[src/rtl/dispatch_pkg.sv]
// Shared types and helpers for the rename-to-issue dispatch stage.
// Optional stall counter is enabled with DISPATCH_PERF_CNT_EN.
package dispatch_pkg;

   localparam int PREG_NUM = 64;
   localparam int PREG_W   = $clog2(PREG_NUM);
   localparam int ROB_LOG  = 6;

   // Decode bundle carried opaquely through the stage; pads to exactly 128 bits.
   typedef struct packed {
      logic [63:0] pc;
      logic [31:0] imm;
      logic [7:0]  cx_type;
      logic [7:0]  alu_type;
      logic [3:0]  muldiv_type;
      logic        is_word;
      logic        is_imm;
      logic        is_load;
      logic        is_store;
      logic        is_unsigned;
      logic [1:0]  ls_size;
      logic [4:0]  rsvd;
   } dispatch_ctrl_t;

   localparam int CTRL_W = $bits(dispatch_ctrl_t);

   // True when either writeback port wakes up physical register p this cycle.
   function automatic logic wbhit(
      input logic              wb0_valid,
      input logic              wb0_need_to_wb,
      input logic [PREG_W-1:0] wb0_prd,
      input logic              wb1_valid,
      input logic              wb1_need_to_wb,
      input logic [PREG_W-1:0] wb1_prd,
      input logic [PREG_W-1:0] p
   );
      return (wb0_valid & wb0_need_to_wb & (wb0_prd == p)) |
             (wb1_valid & wb1_need_to_wb & (wb1_prd == p));
   endfunction

endpackage

[src/rtl/dispatch_stage_busy_table.sv]
// Physical-register busy bits: two bypassed read ports, one set port, two clear ports.
// Register 0 is hard-wired not busy; a set and a clear of the same register resolve to set.
module busy_table
   import dispatch_pkg::*;
(
   input  logic              clock,
   input  logic              reset_n,
   input  logic [PREG_W-1:0] rd0_prs_i,
   input  logic [PREG_W-1:0] rd1_prs_i,
   output logic              rd0_busy_o,
   output logic              rd1_busy_o,
   input  logic              set_valid_i,
   input  logic [PREG_W-1:0] set_prd_i,
   input  logic              clr0_valid_i,
   input  logic [PREG_W-1:0] clr0_prd_i,
   input  logic              clr1_valid_i,
   input  logic [PREG_W-1:0] clr1_prd_i
);

   logic [PREG_NUM-1:0] busy_q;
   logic [PREG_NUM-1:0] busy_d;
   logic                rd0Hit;
   logic                rd1Hit;

   assign rd0Hit = (clr0_valid_i & (clr0_prd_i == rd0_prs_i)) |
                   (clr1_valid_i & (clr1_prd_i == rd0_prs_i));
   assign rd1Hit = (clr0_valid_i & (clr0_prd_i == rd1_prs_i)) |
                   (clr1_valid_i & (clr1_prd_i == rd1_prs_i));

   assign rd0_busy_o = busy_q[rd0_prs_i] & ~rd0Hit;
   assign rd1_busy_o = busy_q[rd1_prs_i] & ~rd1Hit;

   // Clears are applied before the set so a same-cycle reallocation stays busy.
   always_comb begin
      busy_d = busy_q;
      if (clr0_valid_i) begin
         busy_d[clr0_prd_i] = 1'b0;
      end
      if (clr1_valid_i) begin
         busy_d[clr1_prd_i] = 1'b0;
      end
      if (set_valid_i) begin
         busy_d[set_prd_i] = 1'b1;
      end
      busy_d[0] = 1'b0;
   end

   always_ff @(posedge clock or negedge reset_n) begin
      if (!reset_n) begin
         busy_q <= '0;
      end else begin
         busy_q <= busy_d;
      end
   end

endmodule

[src/rtl/dispatch_stage.sv]
// Single-entry register stage from rename into the integer issue queue, owning the busy table.
// Define DISPATCH_PERF_CNT_EN to build the saturating perf_stall_cnt output.
module dispatch_stage
   import dispatch_pkg::*;
(
   input  logic               clock,
   input  logic               reset_n,
   input  logic               in_valid,
   output logic               in_ready,
   input  logic [PREG_W-1:0]  in_prs1,
   input  logic [PREG_W-1:0]  in_prs2,
   input  logic [PREG_W-1:0]  in_prd,
   input  logic               in_src1_is_reg,
   input  logic               in_src2_is_reg,
   input  logic               in_need_to_wb,
   input  logic               in_robidx_flag,
   input  logic [ROB_LOG-1:0] in_robidx,
   input  logic [CTRL_W-1:0]  in_ctrl,
   output logic               enq_valid,
   input  logic               enq_ready,
   output logic [PREG_W-1:0]  enq_prs1,
   output logic [PREG_W-1:0]  enq_prs2,
   output logic [PREG_W-1:0]  enq_prd,
   output logic               enq_src1_is_reg,
   output logic               enq_src2_is_reg,
   output logic               enq_need_to_wb,
   output logic               enq_robidx_flag,
   output logic [ROB_LOG-1:0] enq_robidx,
   output logic [CTRL_W-1:0]  enq_ctrl,
   output logic               enq_src1_state,
   output logic               enq_src2_state,
   input  logic               wb0_valid,
   input  logic               wb0_need_to_wb,
   input  logic [PREG_W-1:0]  wb0_prd,
   input  logic               wb1_valid,
   input  logic               wb1_need_to_wb,
   input  logic [PREG_W-1:0]  wb1_prd,
   input  logic               flush_valid,
   input  logic               flush_robidx_flag,
   input  logic [ROB_LOG-1:0] flush_robidx
`ifdef DISPATCH_PERF_CNT_EN
   ,
   output logic [31:0]        perf_stall_cnt
`endif
);

   logic               held_q, held_d;
   logic [PREG_W-1:0]  prs1_q, prs1_d;
   logic [PREG_W-1:0]  prs2_q, prs2_d;
   logic [PREG_W-1:0]  prd_q, prd_d;
   logic               src1IsReg_q, src1IsReg_d;
   logic               src2IsReg_q, src2IsReg_d;
   logic               needToWb_q, needToWb_d;
   logic               robFlag_q, robFlag_d;
   logic [ROB_LOG-1:0] robIdx_q, robIdx_d;
   dispatch_ctrl_t     ctrl_q, ctrl_d;
   logic               state1_q, state1_d;
   logic               state2_q, state2_d;

   logic capture;
   logic flushKill;
   logic rdBusy1;
   logic rdBusy2;
   logic wbHitHeld1;
   logic wbHitHeld2;
   logic wb0Clr;
   logic wb1Clr;

   assign wb0Clr = wb0_valid & wb0_need_to_wb & (wb0_prd != '0);
   assign wb1Clr = wb1_valid & wb1_need_to_wb & (wb1_prd != '0);

   busy_table u_busy_table (
      .clock        (clock),
      .reset_n      (reset_n),
      .rd0_prs_i    (in_prs1),
      .rd1_prs_i    (in_prs2),
      .rd0_busy_o   (rdBusy1),
      .rd1_busy_o   (rdBusy2),
      .set_valid_i  (capture & in_need_to_wb & (in_prd != '0)),
      .set_prd_i    (in_prd),
      .clr0_valid_i (wb0Clr),
      .clr0_prd_i   (wb0_prd),
      .clr1_valid_i (wb1Clr),
      .clr1_prd_i   (wb1_prd)
   );

   assign wbHitHeld1 = wbhit(wb0_valid, wb0_need_to_wb, wb0_prd,
                             wb1_valid, wb1_need_to_wb, wb1_prd, prs1_q);
   assign wbHitHeld2 = wbhit(wb0_valid, wb0_need_to_wb, wb0_prd,
                             wb1_valid, wb1_need_to_wb, wb1_prd, prs2_q);

   // Flag mismatch means the ROB index has wrapped, which inverts the age comparison.
   assign flushKill = flush_valid & held_q &
                      ((flush_robidx_flag ^ robFlag_q) ^ (flush_robidx < robIdx_q));

   assign in_ready  = ~flush_valid & (~held_q | enq_ready);
   assign capture   = in_valid & in_ready;
   assign enq_valid = held_q & ~flushKill;

   assign enq_prs1        = prs1_q;
   assign enq_prs2        = prs2_q;
   assign enq_prd         = prd_q;
   assign enq_src1_is_reg = src1IsReg_q;
   assign enq_src2_is_reg = src2IsReg_q;
   assign enq_need_to_wb  = needToWb_q;
   assign enq_robidx_flag = robFlag_q;
   assign enq_robidx      = robIdx_q;
   assign enq_ctrl        = ctrl_q;
   assign enq_src1_state  = state1_q & ~wbHitHeld1;
   assign enq_src2_state  = state2_q & ~wbHitHeld2;

   always_comb begin
      held_d = held_q;
      if (capture) begin
         held_d = 1'b1;
      end else if (flushKill || (enq_valid && enq_ready)) begin
         held_d = 1'b0;
      end
   end

   // Held source states keep absorbing wakeups so the issue queue sees them cleared.
   always_comb begin
      prs1_d      = prs1_q;
      prs2_d      = prs2_q;
      prd_d       = prd_q;
      src1IsReg_d = src1IsReg_q;
      src2IsReg_d = src2IsReg_q;
      needToWb_d  = needToWb_q;
      robFlag_d   = robFlag_q;
      robIdx_d    = robIdx_q;
      ctrl_d      = ctrl_q;
      state1_d    = state1_q & ~wbHitHeld1;
      state2_d    = state2_q & ~wbHitHeld2;
      if (capture) begin
         prs1_d      = in_prs1;
         prs2_d      = in_prs2;
         prd_d       = in_prd;
         src1IsReg_d = in_src1_is_reg;
         src2IsReg_d = in_src2_is_reg;
         needToWb_d  = in_need_to_wb;
         robFlag_d   = in_robidx_flag;
         robIdx_d    = in_robidx;
         ctrl_d      = dispatch_ctrl_t'(in_ctrl);
         state1_d    = rdBusy1 & in_src1_is_reg;
         state2_d    = rdBusy2 & in_src2_is_reg;
      end
   end

   always_ff @(posedge clock or negedge reset_n) begin
      if (!reset_n) begin
         held_q <= 1'b0;
      end else begin
         held_q <= held_d;
      end
   end

   // Payload is only meaningful while held_q is set, so it needs no reset.
   always_ff @(posedge clock) begin
      prs1_q      <= prs1_d;
      prs2_q      <= prs2_d;
      prd_q       <= prd_d;
      src1IsReg_q <= src1IsReg_d;
      src2IsReg_q <= src2IsReg_d;
      needToWb_q  <= needToWb_d;
      robFlag_q   <= robFlag_d;
      robIdx_q    <= robIdx_d;
      ctrl_q      <= ctrl_d;
      state1_q    <= state1_d;
      state2_q    <= state2_d;
   end

`ifdef DISPATCH_PERF_CNT_EN
   logic [31:0] stallCnt_q;
   logic [31:0] stallCnt_d;

   always_comb begin
      stallCnt_d = stallCnt_q;
      if (held_q && !enq_ready && (stallCnt_q != 32'hFFFF_FFFF)) begin
         stallCnt_d = stallCnt_q + 32'd1;
      end
   end

   always_ff @(posedge clock or negedge reset_n) begin
      if (!reset_n) begin
         stallCnt_q <= '0;
      end else begin
         stallCnt_q <= stallCnt_d;
      end
   end

   assign perf_stall_cnt = stallCnt_q;
`endif

endmodule

[config.mk]
export PLATFORM = sky130hd
export DESIGN_NAME = dispatch_stage
export DESIGN_NICKNAME = d
export VERILOG_FILES = /design/src/rtl/dispatch_pkg.sv /design/src/rtl/dispatch_stage_busy_table.sv /design/src/rtl/dispatch_stage.sv
export SDC_FILE = /design/constraint.sdc
export NUM_CORES = 1
export LEC_CHECK = 0
export ABC_AREA = 1
export CAP_MARGIN = 20
export CORE_AREA = 2 2 150 152
export CTS_BUF_LIST = sky130_fd_sc_hd__clkbuf_4
export DETAILED_ROUTE_END_ITERATION = 12
export DIE_AREA = 0 0 152 154
export PLACE_DENSITY = 0.93
export SLEW_MARGIN = 10
export SYNTH_ARGS = -nofsm -noshare
export SYNTH_HDL_FRONTEND = slang
export SYNTH_SLANG_ARGS = --single-unit
[constraint.sdc]
create_clock -name clock -period 5.25 [get_ports clock]
set_clock_uncertainty 0.1 [all_clocks]
set_input_delay 1.05 -clock clock [delete_from_list [all_inputs] [get_ports clock]]
set_output_delay 1.05 -clock clock [all_outputs]
set_load 0.005 [all_outputs]
# ---- Word level (Yosys, flattened, before mapping)
# Index checks and enable logic that the tools add are counted.
dict set report classes {
  magnitude_cmp 9
  eq_ne 8
  n_mux 17
  bitwise_logic 44
  n_reduce_logical 9
}
# op n
set ops {}
lappend ops {{two-way mux 64 bit} 3}
lappend ops {{AND 64 bit} 2}
lappend ops {{inverter 64 bit} 2}
lappend ops {{OR 64 bit} 1}
lappend ops {{== test 6 bit} 8}
lappend ops {{less-than comparator 6 x 7 -> 1 bit (second input constant)} 5}
lappend ops {{AND 1 bit} 25}
lappend ops {{demux 1 bit (select 6 bit)} 3}
lappend ops {{>= comparator 6 x 1 -> 1 bit (second input constant)} 3}
lappend ops {{nonzero test 6 bit} 3}
lappend ops {{binary-select mux 1 bit (select 6 bit)} 2}
lappend ops {{two-way mux 1 bit} 9}
lappend ops {{inverter 1 bit} 7}
lappend ops {{less-than comparator 6 bit} 1}
lappend ops {{OR 1 bit} 5}
lappend ops {{logical AND 1 bit} 4}
lappend ops {{nonzero test 2 bit} 1}
lappend ops {{XOR 1 bit} 2}
lappend ops {{logical OR 1 bit} 1}
dict set report totals {
  ff_bits 222
  out_inout_bits 160
}

# ---- Depth between registers and ports, before layout
dict set report logic_depth {
  ltp_word 11
  ltp_mapped 13
  mapped_depth_nobuf 11
}

# ---- By module
# From an unflattened synthesis, not the netlist that was laid out.
dict set report unflattened {
  cells_unflattened 1017
  hier_area_um2 10231.1
}
# module n_inst cells_each area_per_inst_um2 seq_area_each_um2
set by_module_without_submodules {}
lappend by_module_without_submodules {dispatch_stage 1 322 5490.3 4749.6}
lappend by_module_without_submodules {busy_table 1 695 4740.8 1576.5}

# ---- Worst setup path after synthesis
# OpenSTA, ideal clock, no wires.
dict set report synth_timing {
  path_kind {input port to flip-flop}
  start {input port enq_ready}
  end {register state1_q}
  arrival_time_ps 4992
  slack_ps 99
  cell_stages 10
  path_cell_list {inv_1 -> nand2_1 -> inv_1 -> nor2_1 -> nand2_1 -> inv_1 -> nand3_1 -> nor2_1 -> nand3_1 -> nand2_1}
}
dict set report synth_via {
  elab_chain_len 4
}
# item line_no
set synth_rtl {}
lappend synth_rtl {{start, declared} dispatch_stage.sv:20} ;# input logic enq_ready,
lappend synth_rtl {{OR 1 bit} dispatch_stage.sv:96} ;# assign in_ready = ~flush_valid & (~held_q | enq_ready);
lappend synth_rtl {{AND 1 bit} dispatch_stage.sv:96}
lappend synth_rtl {{named net in_ready} dispatch_stage.sv:9} ;# output logic in_ready,
lappend synth_rtl {{AND 1 bit} dispatch_stage.sv:97} ;# assign capture = in_valid & in_ready;
lappend synth_rtl {{named net capture} dispatch_stage.sv:60} ;# logic capture;
lappend synth_rtl {{two-way mux 1 bit} dispatch_stage.sv:134} ;# if (capture) begin
lappend synth_rtl {{named net state1_d} dispatch_stage.sv:57} ;# logic state1_q, state1_d;
lappend synth_rtl {{end signal, assigned} dispatch_stage.sv:168} ;# state1_q <= state1_d;
lappend synth_rtl {{end, declared} dispatch_stage.sv:57}
# The timed path passes the listed nets, and every way through them passes these cells.
# A chain may end at the register's enable or synchronous reset.

# ---- Worst setup path in the final report
dict set report layout_timing {
  start {input port flush_robidx[5]}
  end {output port enq_valid}
}
dict set report layout_via {
  elab_chain_len 5
}
# item line_no
set layout_rtl {}
lappend layout_rtl {{start, declared} dispatch_stage.sv:40} ;# input logic [ROB_LOG-1:0] flush_robidx
lappend layout_rtl {{less-than comparator 6 bit} dispatch_stage.sv:94} ;# ((flush_robidx_flag ^ robFlag_q) ^ (flush_robidx < robIdx_q));
lappend layout_rtl {{XOR 1 bit} dispatch_stage.sv:94}
lappend layout_rtl {{AND 1 bit} dispatch_stage.sv:93} ;# assign flushKill = flush_valid & held_q &
lappend layout_rtl {{inverter 1 bit} dispatch_stage.sv:98} ;# assign enq_valid = held_q & ~flushKill;
lappend layout_rtl {{AND 1 bit} dispatch_stage.sv:98}
lappend layout_rtl {{end, declared} dispatch_stage.sv:19} ;# output logic enq_valid,
# No other way between the ends.

==> results.cfg <==
[finish]
synthToLayoutAreaGrowth_pct = 43.8
final_common_cell = clkdlybuf4s50_1
final_core_utilization_pct = 67.9
final_cell_mix = clkdlybuf4s50_1, nand2_1, edfxtp_1, nand3_1, clkbuf_4
final_nets = 1588
largest_reg_flops = 128
drive_gt1_share_pct = 9.94

[clock_network]
cts_root_buf = clkbuf_4
clockBufferDepth = 3
cts_made_buffers = 57
cts_tree = done
cts_htree_levels = 2
clkSinkCount = 222
clk_latency_ns = 0.74
clk_pin_slew_ns = 0.08
ctsHoldBuffers = 0
cts_resized = 0
post_cts_buffers = 0

[synth]
ys.warnings.count = 0
synthCells = 1019
synth_nets = 1208
yosys.area.top_type_share_pct = 45.7
syn_avg_cell_area_sq_um = 10.1
synth_flop_cell = edfxtp_1
synth_area_sq_um = 10200
synth_cell_types = 41
synth_top_area_cell = edfxtp_1
synthTopCellsByArea = edfxtp_1, dfrtp_1, nand2_1
seq_area_frac_synth_pct = 61.7
synth-seq-cells = 222
async_reset_ff_share_pct = 28.8
synth_enable_flop_cells = 156

[global_routing]
grt_max_degree = 66
grt_pass1_vias = 9764
grt_use_total_pct = 34.0
overflow = 0
antenna_found_initial = 5
grt_pass1_wl_um = 59900

[floorplanning]
rows = 54
start_util_pct = 47.3
die_area_sq_um = 23400
die_w_um = 152
pin_count = 344
core_sq_um = 21700
fp.dieH_um = 154

[worst_setup_path]
cp-start-kind = input port
crit_path_end_kind = output pin
critPathMaxFanout = 2
regToRegEndpoint = enq_ctrl[127]
r2r_slack_ns = 2.69
cp.buffers_inverters = 3
crit_chain = clkdlybuf4s50_1, ha_1, nand2_1, nor2_1, o21ai_0, nand2_1, or2_2, nand4_1, nand2_1, inv_1, clkdlybuf4s50_1
worstPathRequired_ns = 4.10
reg2regPathDepth = 6
crit_type = in -> out
critPathMaxStageDelay_ns = 0.48
crit_path_top_delay_cell = clkdlybuf4s50_1
critical-path-top-delay-family = buffers and inverters
critPathArrivalTime_ns = 3.21
r2r_start = held_q
cp_common_cell = nand2_1

[min_path]
hold_class = in -> async

[routing]
drt_iter0_drc = 1498
dr_total_vias = 10100
post_drt_wl_per_cell_um = 23.9
avgViaCountPerCell = 5.85
first_pass_iters = 7
drc_errors = 0
wirelength_um = 41300
final_antenna_net_count = 0

[timing]
tightest_slew_ns = 1.18
rsz0062_at_grt = no
timing.hold.ws_ns = 0.420
drv_slew = 0
timing.final.crit_share_pct = 83.1
fin_setup_tns_ns = 0
setup_viol = 0
period_needed_ns = 4.36
max_slew_margin_pct = 20.8
hold_viol = 0
clock.fmax_mhz = 229

[job]
maxCapViolCount = 0

[power]
worst_ir_drop_vdd_uv = 214
leakage_nw = 5.65
power-per-cell-area_nw_per_um2 = 287

[status]
outcome = finished clean

[placed_design]
dp.final_hpwl_um = 30000
routabilityCongestion = 1.02
portBuffers = 343
-- worst reg2reg max path: cells and delay by family, from the launching register on --
kind          cells  cell delay [ns]
flops             1             0.40
buf+inv           3             1.19
simple gates      3             0.50
-- report_power, final --
part / internal [mW] / switching [mW]
Clock: 0.799 / 0.755
Combinational: 0.305 / 0.331
Sequential: 1.99 / 0.0560
Total: 3.09 / 1.14
-- Yosys cell counts (all sizes together) (9+ instances only) --
library cell	number
a21oi	10
buf	30
dfrtp	64
edfxtp	156
inv	90
nand2	275
nand3	121
nor2	46
nor3	35
o211ai	35
o21ai	73
o221ai	22
o22ai	9
xor2	15
-- through the flow --
stage	cell area (sq um)	instances	power, mW	setup slack [ns]
2_1_floorplan	10200	1019	2.32	0.0994
3_5_place_dp	13900	1617	2.69	0.954
5_1_grt	14700	1729	4.38	0.791
6_report	14700	1731	4.23	0.888
3_3_place_gp	13900	1617	2.67	0.977
4_1_cts	14700	1725	4.23	0.876
-- worst max-delay path by stage --
stage | slack [ns] | cells after the start | end | startpoint
2_1_floorplan | 0.1 | 10 | state1_q | enq_ready
3_3_place_gp | 0.98 | 10 | enq_valid | flush_robidx[5]
3_5_place_dp | 0.95 | 10 | enq_valid | flush_robidx[5]
4_1_cts | 0.88 | 11 | enq_valid | flush_robidx[5]
5_1_grt | 0.79 | 11 | enq_valid | flush_robidx[5]
6_report | 0.89 | 11 | enq_valid | flush_robidx[5]
-- per-layer routing --
metal  part of all wire [%]  wire [um]  global-route usage, %
met1                     35      14500                   42.2
met4                    4.8       1990                   14.4
met5                  0.027         11                      0
met2                     47      19200                   55.7
met3                     14       5590                   9.95
-- cell type report --
class	instances	area (sq um)
Fill cell	1610	6950
Sequential cell	222	6330
Timing Repair Buffer	356	3560
Multi-Input combinational cell	668	3360
Clock buffer	92	691
Inverter	94	365
Tap cell	280	350
Clock inverter	16	73.8
Antenna cell	3	7.51
-- kinds of logic after synthesis --
group | Yosys count | synth area share [%]
fa+ha+maj | 5 | 0.610
buf+inv | 129 | 5.49
flops | 222 | 61.7
compound gates | 158 | 9.73
simple gates | 487 | 20.9
xor+xnor | 18 | 1.54
(Power assumes the default switching activity.)
